===== config.mk =====
export PLATFORM = sky130hd
export DESIGN_NAME = instr_mem_loadable
export DESIGN_NICKNAME = d
export VERILOG_FILES = /design/src/rtl/instr_mem_loadable.sv
export SDC_FILE = /design/constraint.sdc
export NUM_CORES = 1
export LEC_CHECK = 0
export ABC_AREA = 1
export BUFFER_PORTS_ARGS = -buffer_cell sky130_fd_sc_hd__buf_2
export CAP_MARGIN = 10
export CORE_MARGIN = 10
export CORE_UTILIZATION = 40
export CTS_BUF_LIST = sky130_fd_sc_hd__clkbuf_8
export CTS_CLUSTER_DIAMETER = 200
export DETAILED_ROUTE_END_ITERATION = 7
export SLEW_MARGIN = 15
export SYNTH_ARGS = -nofsm -noshare
export SYNTH_HDL_FRONTEND = slang
export SYNTH_SLANG_ARGS = --single-unit

===== constraint.sdc =====
create_clock -name clk -period 6.4 [get_ports clk]
set_clock_uncertainty 0.2 [all_clocks]
set_input_delay 0.96 -clock clk [delete_from_list [all_inputs] [get_ports clk]]
set_output_delay 0.96 -clock clk [all_outputs]
set_load 0.01 [all_outputs]

===== src/rtl/instr_mem_loadable.sv =====
// Writable instruction memory: sequential clear after reset, handshaked program
// load port, and a registered fetch port with stall and out-of-range flag.
module instr_mem_loadable #(
    parameter int DATA_W   = 16,
    parameter int PC_W     = 16,
    parameter int DEPTH    = 16,
    parameter int ADDR_LSB = 1
) (
    input  logic              clk,
    input  logic              rst_n,
    input  logic [PC_W-1:0]   pc,
    input  logic              fetch_en,
    output logic [DATA_W-1:0] instruction,
    output logic              instr_valid,
    output logic              oob,
    input  logic              load_start,
    input  logic              load_valid,
    input  logic [DATA_W-1:0] load_data,
    output logic              load_ready,
    output logic              load_done,
    output logic              busy
);
    localparam int AW = (DEPTH > 1) ? $clog2(DEPTH) : 1;
    localparam logic [1:0] ST_INIT = 2'd0;
    localparam logic [1:0] ST_RUN  = 2'd1;
    localparam logic [1:0] ST_LOAD = 2'd2;
    localparam logic [AW-1:0] LAST_IDX = AW'(DEPTH - 1);
    // One bit wider than pc so the limit itself never wraps.
    localparam logic [PC_W:0] PC_LIMIT = (PC_W + 1)'(DEPTH) << ADDR_LSB;

    logic [1:0]        state;
    logic [AW-1:0]     clr_ptr;
    logic [AW-1:0]     load_ptr;
    logic [DATA_W-1:0] mem [DEPTH];

    logic [AW-1:0]     fetch_idx;
    logic              fetch_in_range;
    logic              wr_en;
    logic [AW-1:0]     wr_addr;
    logic [DATA_W-1:0] wr_data;

    assign fetch_idx      = pc[ADDR_LSB +: AW];
    assign fetch_in_range = {1'b0, pc} < PC_LIMIT;
    assign busy           = (state != ST_RUN);
    assign load_ready     = (state == ST_LOAD);

    always_comb begin
        wr_en   = 1'b0;
        wr_addr = clr_ptr;
        wr_data = '0;
        if (rst_n) begin
            if (state == ST_INIT) begin
                wr_en = 1'b1;
            end else if (state == ST_LOAD && load_valid) begin
                wr_en   = 1'b1;
                wr_addr = load_ptr;
                wr_data = load_data;
            end
        end
    end

    // Storage is left unreset; INIT zeroes it one word per cycle instead.
    always_ff @(posedge clk) begin
        if (wr_en) begin
            mem[wr_addr] <= wr_data;
        end
    end

    always_ff @(posedge clk) begin
        if (!rst_n) begin
            state     <= ST_INIT;
            clr_ptr   <= '0;
            load_ptr  <= '0;
            load_done <= 1'b0;
        end else begin
            load_done <= 1'b0;
            case (state)
                ST_INIT: begin
                    clr_ptr <= clr_ptr + AW'(1);
                    if (clr_ptr == LAST_IDX) begin
                        state <= ST_RUN;
                    end
                end
                ST_RUN: begin
                    if (load_start) begin
                        state    <= ST_LOAD;
                        load_ptr <= '0;
                    end
                end
                ST_LOAD: begin
                    if (load_valid) begin
                        load_ptr <= load_ptr + AW'(1);
                        if (load_ptr == LAST_IDX) begin
                            state     <= ST_RUN;
                            load_done <= 1'b1;
                        end
                    end
                end
                default: state <= ST_INIT;
            endcase
        end
    end

    // Fetch register: NOP outside RUN, hold on stall.
    always_ff @(posedge clk) begin
        if (!rst_n) begin
            instruction <= '0;
            instr_valid <= 1'b0;
            oob         <= 1'b0;
        end else if (state == ST_RUN) begin
            instr_valid <= fetch_en;
            if (fetch_en) begin
                if (fetch_in_range) begin
                    instruction <= mem[fetch_idx];
                    oob         <= 1'b0;
                end else begin
                    instruction <= '0;
                    oob         <= 1'b1;
                end
            end
        end else begin
            instruction <= '0;
            instr_valid <= 1'b0;
            oob         <= 1'b0;
        end
    end
endmodule


==> flow_metrics.py <==
metrics = {
    "power_and_ir_drop": {
        "power.density_nw_per_um2": 292.6,
        "power_leakage_nw": 4.954,
        "peakVddDrop_mv": 0.1748,
    },
    "placed_design": {
        "place_congestion": 0.7377,
        "post-place-ws_ns": 2.085,
        "dpl_cell_area_um2": 12130,
        "portBuffers": 56,
        "hpwl_mm": 15.63,
    },
    "critical_path": {
        "critPathLaunchType": "input port",
        "crit_path_frequent_cell": "nand3_1",
        "cp.required_ns": 6.61,
        "rr_startpoint": "state[1]$_SDFFE_PN0P_",
        "critPathCapture": "instruction[10]$_SDFFE_PN0P_",
        "cp_max_fo": 69,
        "r2r_setup_slack_ns": 3.45,
        "criticalPathCategory": "input port to register",
        "critical_path_arrival_ns": 3.94,
        "cp_top_family": "buffers and inverters",
        "worstRegToRegCells": 8,
        "slowest_delay_ns": 1.03,
        "path_buf_inv": 3,
        "rr_endpoint": "mem[15][12]$_DFFE_PP_",
        "end_kind": "register",
        "worstSetupStartpoint": "pc[1]",
        "critPathSlowestCell": "clkinv_2",
        "worstPathCellList": "buf_4, clkinv_2, buf_4, nand2_1, nand3_1, nand3_1, nand3_1, nand3_1, a21oi_1",
        "crit_cells": 9,
    },
    "timing": {
        "tightest_slew_ns": 1.173,
        "rsz0062_at_grt": "no",
        "fin_tns_setup_ns": 0,
        "fin_hold_ws_ns": 0.2618,
        "fmax_mhz": 268.2,
        "setup_slack_ns": 2.671,
        "slew_headroom": 0.2152,
        "hold_violations": 0,
        "slew_violations": 0,
        "period_share": 0.5826,
        "setup_violations": 0,
        "finalCriticalPeriod_ns": 3.729,
    },
    "global_route": {
        "grt_use_total": 0.1468,
        "grt_first_pass_wirelength_mm": 42.01,
        "grt-ovfl-total": 0,
        "antenna_found_initial": 0,
        "grt_max_degree": 70,
        "grt_pass1_vias": 7443,
    },
    "die": {
        "initial_core_util": 0.4053,
        "io_pins": 58,
        "design.die.area_um2": 36210,
        "die_width_um": 190.3,
        "row_count": 62,
        "die_h_um": 190.3,
        "core_um2": 28630,
    },
    "logic_synthesis": {
        "synth_nets": 1056,
        "synth.distinct_cells": 28,
        "synth_area_per_cell_um2": 11.41,
        "yosysTopAreaCell": "edfxtp_1",
        "synth_area_leaders": "edfxtp_1 (66%), nand3_1 (11%), nand2_1 (9.3%), dfxtp_1 (5.0%), nor2_1 (1.7%)",
        "yosys_warnings": 0,
        "synth-seq-cells": 285,
        "syn_inst": 1017,
        "ys_seq_area_frac": 0.7127,
        "synth_area_um2": 11600,
        "yosysTopAreaCellShare": 0.6626,
    },
    "clock_tree": {
        "numCtsBuffers": 47,
        "postCtsSetupRepairBufs": 0,
        "postCtsHoldBufs": 0,
        "clk_latency_ns": 0.54,
        "htreeDepth": 2,
        "clock-sinks": 285,
        "post_cts_resized": 0,
        "clockRootBuffer": "clkbuf_8",
        "path_clk_slew_ns": 0.05,
        "cts_buffer_depth": 3,
        "cts_tree": "built",
    },
    "drt": {
        "wl_per_cell_um": 17.74,
        "wl_mm": 26.64,
        "drtPass1Iterations": 5,
        "drc": 0,
        "drtIter0Drc": 584,
        "avgViaCountPerCell": 5.021,
        "dr_total_vias": 7537,
        "ant_nets": 0,
    },
    "min_path": {
        "min_from": "instruction[14]$_SDFFE_PN0P_",
        "hold_path_class": "register to register",
    },
    "flow_run": {
        "drv_cap": 0,
    },
    "cells_and_area": {
        "nNetsFinal": 1119,
        "final.fill_count": 2611,
        "diodes": 0,
        "multi_input_area_um2": 2841,
        "drive_above_1_share": 0.1352,
        "final_area_um2": 13020,
        "area_growth_pct": 12.22,
        "utilization": 0.4548,
        "final_cell_mix": "nand2_1 (286), edfxtp_1 (256), nand3_1 (245)",
        "seq_area_um2": 8268,
        "final_common_cell": "nand2_1",
    },
    "status": {
        "outcome": "completed",
    },
}
[per-stage QoR]
stage	instances	total power, mW
floorplan	1017	2.294
global placement	1415	2.369
detailed placement	1415	2.376
CTS	1501	3.851
global route	1501	3.970
finish	1501	3.809
[registers in the layout (all words and copies together), names as in the netlist]
name         count
clr_ptr          4
instr_valid      1
instruction     16
load_done        1
load_ptr         4
mem            256
oob              1
state            2
[tightest hold or removal path: stages (launching register included)]
cell,delay (ns)
dfxtp_1,0.30
nand2_1,0.06
a21oi_1,0.05
[power by group]
part           total [mW]  leakage (nW)  internal, mW  switching, mW
Clock                1.47         0.544         0.793          0.681
Sequential           2.08          2.72          2.06         0.0145
Combinational       0.256          1.69        0.0717          0.185
Total                3.81          4.95          2.93          0.880
[synth_stat cells]
| cell type | number |
|---|---|
| a211oi_1 | 1 |
| a21oi_1 | 26 |
| buf_1 | 4 |
| buf_2 | 24 |
| buf_4 | 5 |
| buf_6 | 14 |
| clkbuf_1 | 9 |
| dfxtp_1 | 29 |
| edfxtp_1 | 256 |
| ha_1 | 2 |
| inv_1 | 36 |
| inv_2 | 6 |
| nand2_1 | 286 |
| nand2_2 | 1 |
| nand2_4 | 1 |
| nand3_1 | 245 |
| nand4_1 | 2 |
| nor2_1 | 51 |
| nor2_4 | 1 |
| nor3_1 | 6 |
| nor3_4 | 1 |
| o21a_1 | 1 |
| o21ai_0 | 3 |
| o21ai_1 | 2 |
| o21ai_2 | 2 |
| o31ai_1 | 1 |
| or2_1 | 1 |
| or2_2 | 1 |
[worst min-delay path by stage]
stage | endpoint | cells past startpoint
floorplan | clr_ptr[3]$_SDFFE_PN0P_ | 2
global placement | instruction[9]$_SDFFE_PN0P_ | 2
detailed placement | instruction[4]$_SDFFE_PN0P_ | 2
CTS | instruction[14]$_SDFFE_PN0P_ | 2
global route | instruction[3]$_SDFFE_PN0P_ | 2
finish | instruction[14]$_SDFFE_PN0P_ | 2
[layer usage]
metal / GRT usage / vias to the layer above / wire length, um
li1: - / 3677 / -
met1: 0.2004 / 3584 / 12140
met2: 0.2301 / 241 / 12050
met3: 0.03767 / 35 / 2120
met4: 0.03422 / 0 / 316
met5: 0 / - / 0
[cell type report]
type	count	area share
Inverter	42	0.01221
Timing Repair Buffer	70	0.02979
Clock buffer	53	0.05603
Sequential cell	285	0.6351
Clock inverter	33	0.01173
Multi-Input combinational cell	634	0.2183
Tap cell	384	0.03691
[cell families after synthesis]
kind of cell	synth area share
flops	0.7127
compound gates	0.01683
buf+inv	0.04497
fa+ha+maj	0.002157
simple gates	0.2234
Power figures use the tool's default switching activity.
